$ cat src/rtl/range_sort_engine.sv
// Multi-cycle selection sorter over a window of a register-file snapshot.
// Optional macro SORT_SIGNED_EN: compare elements as two's-complement signed.
//   state  | meaning
//   IDLE   | waiting for start, rf_out holds last result
//   LOAD   | clip length to n, clear used mask
//   SCAN   | one source element per cycle, track best unused candidate
//   PLACE  | store candidate into sbuf[i], mark it used
//   WRITE  | merge sbuf into snapshot, pulse done
module range_sort_engine #(
  parameter int DATA_W = 4,
  parameter int DEPTH  = 8,
  parameter int ADDR_W = $clog2(DEPTH)
) (
  input  logic                      clk,
  input  logic                      rst_n,
  input  logic                      start,
  input  logic                      descending,
  input  logic [ADDR_W-1:0]         rd_addr,
  input  logic [ADDR_W-1:0]         wr_addr,
  input  logic [ADDR_W:0]           length,
  input  logic [DEPTH*DATA_W-1:0]   rf_in,
  output logic [DEPTH*DATA_W-1:0]   rf_out,
  output logic                      busy,
  output logic                      done
);

  localparam int CW = ADDR_W + 1;

  typedef enum logic [2:0] {S_IDLE, S_LOAD, S_SCAN, S_PLACE, S_WRITE} state_t;

  state_t                   state_q;
  logic [DATA_W-1:0]        snap_q [DEPTH];
  logic [DATA_W-1:0]        sbuf_q [DEPTH];
  logic                     desc_q;
  logic [CW-1:0]            rd_q, wr_q, len_q, n_q, i_q, j_q;
  logic [DEPTH-1:0]         used_q;
  logic [DATA_W-1:0]        cand_val_q;
  logic [ADDR_W-1:0]        cand_idx_q;
  logic                     found_q;
  logic [DEPTH*DATA_W-1:0]  rf_out_q;
  logic                     busy_q, done_q;

  logic [CW-1:0]            avail, n_calc, src_idx;
  logic [DATA_W-1:0]        elem;
  logic                     better;
  logic [DEPTH*DATA_W-1:0]  img_d;

  assign avail   = CW'(DEPTH) - rd_q;
  assign n_calc  = (len_q < avail) ? len_q : avail;
  assign src_idx = rd_q + j_q;
  assign elem    = snap_q[src_idx[ADDR_W-1:0]];

`ifdef SORT_SIGNED_EN
  assign better = desc_q ? ($signed(elem) > $signed(cand_val_q))
                         : ($signed(elem) < $signed(cand_val_q));
`else
  assign better = desc_q ? (elem > cand_val_q) : (elem < cand_val_q);
`endif

  // Destination entries past the end of the file are simply never matched.
  always_comb begin
    img_d = '0;
    for (int d = 0; d < DEPTH; d++) begin
      img_d[d*DATA_W +: DATA_W] = snap_q[d];
      if ((CW'(d) >= wr_q) && ((CW'(d) - wr_q) < n_q))
        img_d[d*DATA_W +: DATA_W] = sbuf_q[ADDR_W'(CW'(d) - wr_q)];
    end
  end

  always_ff @(posedge clk or negedge rst_n) begin
    if (!rst_n) begin
      state_q    <= S_IDLE;
      for (int k = 0; k < DEPTH; k++) begin
        snap_q[k] <= '0;
        sbuf_q[k] <= '0;
      end
      desc_q     <= 1'b0;
      rd_q       <= '0;
      wr_q       <= '0;
      len_q      <= '0;
      n_q        <= '0;
      i_q        <= '0;
      j_q        <= '0;
      used_q     <= '0;
      cand_val_q <= '0;
      cand_idx_q <= '0;
      found_q    <= 1'b0;
      rf_out_q   <= '0;
      busy_q     <= 1'b0;
      done_q     <= 1'b0;
    end else begin
      done_q <= 1'b0;
      case (state_q)
        S_IDLE: begin
          if (start) begin
            for (int k = 0; k < DEPTH; k++)
              snap_q[k] <= rf_in[k*DATA_W +: DATA_W];
            desc_q  <= descending;
            rd_q    <= {1'b0, rd_addr};
            wr_q    <= {1'b0, wr_addr};
            len_q   <= length;
            busy_q  <= 1'b1;
            state_q <= S_LOAD;
          end
        end
        S_LOAD: begin
          n_q     <= n_calc;
          used_q  <= '0;
          i_q     <= '0;
          j_q     <= '0;
          found_q <= 1'b0;
          state_q <= (n_calc != '0) ? S_SCAN : S_WRITE;
        end
        S_SCAN: begin
          // Strict compare keeps the lowest index on ties, making the sort stable.
          if (!used_q[j_q[ADDR_W-1:0]] && (!found_q || better)) begin
            cand_val_q <= elem;
            cand_idx_q <= j_q[ADDR_W-1:0];
            found_q    <= 1'b1;
          end
          if (j_q == n_q - CW'(1))
            state_q <= S_PLACE;
          else
            j_q <= j_q + CW'(1);
        end
        S_PLACE: begin
          sbuf_q[i_q[ADDR_W-1:0]] <= cand_val_q;
          used_q[cand_idx_q]      <= 1'b1;
          i_q     <= i_q + CW'(1);
          j_q     <= '0;
          found_q <= 1'b0;
          state_q <= ((i_q + CW'(1)) < n_q) ? S_SCAN : S_WRITE;
        end
        S_WRITE: begin
          rf_out_q <= img_d;
          done_q   <= 1'b1;
          busy_q   <= 1'b0;
          state_q  <= S_IDLE;
        end
        default: state_q <= S_IDLE;
      endcase
    end
  end

  assign rf_out = rf_out_q;
  assign busy   = busy_q;
  assign done   = done_q;

endmodule

$ cat config.mk
export PLATFORM = sky130hd
export DESIGN_NAME = range_sort_engine
export DESIGN_NICKNAME = d
export VERILOG_FILES = /design/src/rtl/range_sort_engine.sv
export SDC_FILE = /design/constraint.sdc
export NUM_CORES = 1
export LEC_CHECK = 0
export ABC_CLOCK_PERIOD_IN_PS = 4300
export BUFFER_PORTS_ARGS = -buffer_cell sky130_fd_sc_hd__buf_2
export CORE_MARGIN = 4
export CORE_UTILIZATION = 41
export CTS_CLUSTER_SIZE = 40
export DETAILED_ROUTE_END_ITERATION = 7
export GPL_TIMING_DRIVEN = 0
export SLEW_MARGIN = 40
export SYNTH_ARGS = -nofsm -noshare
export SYNTH_HDL_FRONTEND = slang
export SYNTH_SLANG_ARGS = --single-unit
$ cat constraint.sdc
create_clock -name clk -period 4.3 [get_ports clk]
set_clock_uncertainty 0.1 [all_clocks]
set_input_delay 0.86 -clock clk [delete_from_list [all_inputs] [get_ports clk]]
set_output_delay 0.86 -clock clk [all_outputs]
set_load 0.02 [all_outputs]
### After elaboration in Yosys (flattened, before gate mapping)

Cells that the tools add are included.

* register bits: 140
* output and inout bits: 34

* add/sub/neg operators: 13
* $lt $le $gt $ge: 34
* equality and inequality tests: 9
* multiplexer cells: 58
* bitwise gates (word level): 11
* reductions and logical operators: 26

Operator list (count)
* two-way mux 4 bit: 29
* binary-select mux 4 bit (select 3 bit): 9
* < comparator 4 bit: 11
* greater-or-equal comparator 4 bit, second input constant: 10
* NOT 3 -> 4 bit: 10
* bitwise mux 32 bit: 1
* one-hot mux 4 bit (2 select lines): 2
* one-hot mux 8 bit (2 select lines): 1
* subtractor 3 x 3 -> 4 bit, first input constant: 4
* demux 4 bit (select 3 bit): 1
* greater-or-equal comparator 3 bit, first input constant: 4
* two-way mux 3 bit: 4
* one-hot mux 3 bit (4 select lines): 1
* AND reduction 2 bit: 6
* logical AND 1 bit: 11
* adder 4 x 1 -> 4 bit, second input constant: 2
* < comparator 3 x 4 -> 1 bit, second input constant: 2
* != test 2 bit, second input constant: 4
* OR 8 bit: 1
* subtractor 1 x 3 -> 4 bit, first input constant: 2
* subtractor 2 x 3 -> 4 bit, first input constant: 2
* equality test 3 x 2 -> 1 bit, second input constant: 2
* greater-or-equal comparator 1 x 3 -> 1 bit, first input constant: 2
* greater-or-equal comparator 2 x 3 -> 1 bit, first input constant: 2
* 19 further kinds: 28

### Longest topological paths before layout

* depth in word-level cells: 11
* gate-level depth with buffers: 17
* mapped depth without buffers: 15

### Worst setup path after synthesis

No wires, ideal clock.

* kind: register -> register
* start point: register rd_q[0]
* end point: register cand_idx_q[0]
* library setup time: 0.125 ns
* arrival: 3.590 ns
* path slack: 0.485 ns
* cell stages (with the launch flop): 18
* path buffers: 2
* period minus slack after synthesis: 3.815 ns
* cell sequence: dfrtp_1 -> ha_1 -> inv_1 -> fa_1 -> xnor2_4 -> and2_1 -> buf_4 -> a21o_1 -> o22ai_1 -> or3_4 -> ha_1 -> nor2b_1 -> o211ai_1 -> and3b_1 -> o31ai_1 -> a21o_1 -> buf_6 -> mux2_4

* longest elaborated chain between the ends: 10
* elaborated cells on any way between the ends: 11
* those cells by class: 1 x add/sub; 2 x order compare; 4 x mux; 1 x bitwise; 3 x reduce/logical

RTL lines
* start, declared: RTL line 35 `logic [CW-1:0] rd_q, wr_q, len_q, n_q, i_q, j_q;`
* start signal, assigned: RTL line 99 `rd_q <= {1'b0, rd_addr};`
* adder 3 bit *: RTL line 50 `assign src_idx = rd_q + j_q;`
* NOT 3 -> 4 bit (not written as such) *: RTL line 51 `assign elem = snap_q[src_idx[ADDR_W-1:0]];`
* binary-select mux 4 bit (select 3 bit) *: RTL line 51
* two-way mux 4 bit (not written as such) * (2 in a row): RTL line 51
* < comparator 4 bit or > comparator 4 bit (tied branches): RTL line 57 `assign better = desc_q ? (elem > cand_val_q) : (elem < cand_val_q);`
* two-way mux 1 bit *: RTL line 57
* logical OR 1 bit *: RTL line 116 `if (!used_q[j_q[ADDR_W-1:0]] && (!found_q || better)) begin`
* logical AND 1 bit *: RTL line 116
* AND reduction 2 bit (no line) *
* end signal, assigned: RTL line 118 `cand_idx_q <= j_q[ADDR_W-1:0];`
* end, declared: RTL line 38 `logic [ADDR_W-1:0] cand_idx_q;`

Mark *: on every way between the ends. The rest lies on a longest branch, timed or not. The select of a mux whose other input is x is not followed.
A chain may end at the register's enable or synchronous reset.

### Worst setup path in the final report

* start point: register j_q[0]
* end point: register cand_val_q[3]

* longest elaborated chain between the ends: 10
* elaborated cells on any way between the ends: 14
* those cells by class: 1 x add/sub; 2 x order compare; 6 x mux; 1 x bitwise; 4 x reduce/logical

RTL lines
* start, declared: RTL line 35
* start signal, assigned: RTL line 124 `j_q <= j_q + CW'(1);`
* adder 3 bit *: RTL line 50
* NOT 3 -> 4 bit (not written as such) *: RTL line 51
* binary-select mux 4 bit (select 3 bit) *: RTL line 51
* two-way mux 4 bit (not written as such) * (2 in a row): RTL line 51
* net elem[1]: RTL line 44 `logic [DATA_W-1:0] elem;`
* < comparator 4 bit or > comparator 4 bit (tied branches): RTL line 57
* two-way mux 1 bit *: RTL line 57
* logical OR 1 bit *: RTL line 116
* logical AND 1 bit *: RTL line 116
* AND reduction 2 bit (no line) *
* end signal, assigned: RTL line 117 `cand_val_q <= elem;`
* end, declared: RTL line 37 `logic [DATA_W-1:0] cand_val_q;`

Mark *: on every way through the listed nets, which the timed path passes. The rest lies on a longest branch. The select of a mux whose other input is x is not followed.

==> results_dict.tcl <==
set metrics [dict create \
    synth_top_area_share_pct 41.3 \
    crit_fanout 8 \
    cts_tree "built" \
    cts_buffers 17 \
    final_cells 1170 \
    overflow 0 \
    n_antenna_cell 0 \
    syn_area_per_cell_um2 10.9 \
    post-dp-hpwl_um 17600 \
    end_kind "flop" \
    cts_sinks 140 \
    slew_headroom_pct 54.2 \
    dr.pass1.iters 6 \
    p_total_uw 9580 \
    synth-main-ff-cell "dfrtp_1" \
    leakage_uw 0.00468 \
    synth_fp_nets 876 \
    wl_per_cell_um 19.7 \
    rsz0062_at_grt "yes" \
    status "finished clean" \
    vdd_ir_drop_max_uv 301 \
    synth_edf_count 0 \
    core_area_um2 20300 \
    drc 0 \
    via_per_inst 5.52 \
    htree_levels 4 \
    grt_pass1_vias 6557 \
    io_buffer_count 79 \
    clock.fmax_ghz 0.243 \
    crit_arrival_ns 4.33 \
    routabilityCongestion 0.929 \
    period_needed_ns 4.11 \
    io_pins 80 \
    setup_violations 0 \
    cts-root-buf "clkbuf_16" \
    yosysWarnings 0 \
    crit_start "j_q[0]" \
    ys_top_cells_by_area "dfrtp_1 (41%), mux4_2 (9.0%), mux2_2 (7.7%)" \
    die_w_um 152 \
    nets 982 \
    nFillCells 1867 \
    ys_seq_area_share_pct 41.3 \
    drive_gt1_share_pct 28.0 \
    worst_pin_slew_ns 0.685 \
    synth-async-reset-ratio_pct 100 \
    ctsLongestPathBuffers 2 \
    hold_buffers 0 \
    dpl.cell_count 1133 \
    routed_wl_um 23000 \
    maxCapViolCount 0 \
    critPathKind "reg2reg" \
    die_h_um 152 \
    synthTopCellsByCount "dfrtp_1 (140), nand2_1 (123), mux2_2 (58)" \
    vias 6458 \
    rr_startpoint "j_q[0]" \
    hp-class "in2async" \
    area_growth_pct 17.4 \
    clkSlewWorstSetupHoldPaths_ns 0.06 \
    grt_max_degree 68 \
    powerDensity_nw_per_um2 962 \
    antenna_found_initial 0 \
    cp.required_ns 4.51 \
    hold_violations 0 \
    ant_nets 0 \
    grt_use_total_pct 20.2 \
    fin_area_um2 9960 \
    yosys.cell_count.top_type "dfrtp_1" \
    netlist_instances 782 \
    ys_types 57 \
    startpoint_type "flop" \
    yosys_register_bits 140 \
    grt_pass1_wl_um 37100 \
    syn_area_um2 8490 \
    drv_slew 0 \
    fin_crit_sh_pct 95.7 \
    die_area_um2 23100 \
    row_count 52 \
    dr.first_iter.drc_count 453 \
    start_util_pct 41.8 \
    placed_cell_area_um2 9280 \
    insertion_delay_ns 0.43 \
    yosysTopAreaCell "dfrtp_1" \
]
[timing repair]
| action | CTS | global route |
|---|---|---|
| endpoints found under the setup margin | 12 | 12 |
| gates resized for setup | 3 | 7 |
| setup buffers | 4 | 2 |
| cloned | 0 | 0 |
| pin swaps | 2 | 3 |
[per-layer routing]
layer | track usage [%] | wire, um | up-vias
met2 | 31.9 | 10700 | 163
met4 | 7.23 | 678 | 0
met1 | 28.2 | 10500 | 3208
met3 | 3.75 | 1040 | 39
li1 | - | - | 3048
met5 | 0 | 0 | -
[worst max-delay path: stages (launching register included)]
cell and delay (ns):
dfrtp_1 0.43, ha_1 0.17, inv_1 0.05, fa_2 0.40, xnor2_4 0.18, buf_4 0.15, and2_1 0.14, buf_4 0.16
a21o_1 0.17, o22ai_1 0.21, a211oi_2 0.08, buf_4 0.17, ha_1 0.28, nor2b_1 0.13, o211ai_1 0.22, a21oi_1 0.13
o31ai_2 0.22, a21o_1 0.13, buf_6 0.15, mux2_4 0.31
[cells in the final DEF, fill, tap and decap left out, drive strengths merged, types with 8 or more instances in the layout]
cell    synthesis  routed
dfrtp         140     140
nand2         123     123
buf            18     102
mux2           63      63
mux2i          56      56
o21ai          53      53
ha             47      47
clkbuf         21      44
mux4           34      34
nor2           32      32
nand3          29      29
a21oi          29      29
inv            28      28
a21o           17      17
o311ai         12      12
nand2b          9       9
a211oi          9       9
xnor2           8       8
[power by group]
group	leakage (uW)	internal, uW	total [uW]	switching [uW]
sequential	0.00178	1870	2500	635
clock	0.000284	936	1510	570
combinational	0.00262	2500	5570	3070
total	0.00468	5300	9580	4280
[state kept, by name, summed over array words and instances (netlist names), 4 cells and up]
signal	cells
rf_out	32
len_q	4
j_q	4
sbuf_q	32
i_q	4
snap_q	32
used_q	8
n_q	4
cand_val_q	4
[cell families (layout without fill, tap and decap cells)]
family | after synthesis | count (layout) | share of synthesized area, %
simple gates | 215 | 215 | 11.0
compound gates | 146 | 146 | 11.2
mux | 153 | 153 | 24.2
xor+xnor | 11 | 11 | 1.45
flops | 140 | 140 | 41.3
fa+ha+maj | 48 | 48 | 7.17
buf+inv | 69 | 187 | 3.69
[worst paths after layout]
check	to	slack, ns	cells past startpoint
worst max-delay path	cand_val_q[3]	0.19	19
worst min-delay path	used_q[4]	0.13	1
worst max register to register	cand_val_q[3]	0.19	19
worst min register to register	busy	0.37	1
max in group asynchronous	rf_out[20]	3.41	2
min in group clk	busy	0.37	1
[stage by stage]
stage / util [%] / setup TNS [ns] / setup slack (ns) / hold WS (ns)
after global placement: 45.4 / -2.35 / -0.307 / 0.355
final: 49.1 / 0 / 0.186 / 0.126
after floorplan: - / 0 / 0.485 / 0.357
after CTS: 48.9 / 0 / 0.0438 / 0.130
after global routing: 49.1 / -0.000756 / -0.000756 / 0.129
after detailed placement: 45.7 / -2.35 / -0.299 / 0.360
[area by class of cell]
class,instances,area (um2),area share [%]
Tap cell,270,338,3.39
Sequential cell,140,3500,35.2
Buffer,39,210,2.11
Clock inverter,11,144,1.44
Clock buffer,20,457,4.58
Multi-Input combinational cell,573,4690,47.1
Timing Repair Buffer,87,505,5.07
Inverter,30,113,1.13
Note: power is estimated with default switching activity, not from simulation.
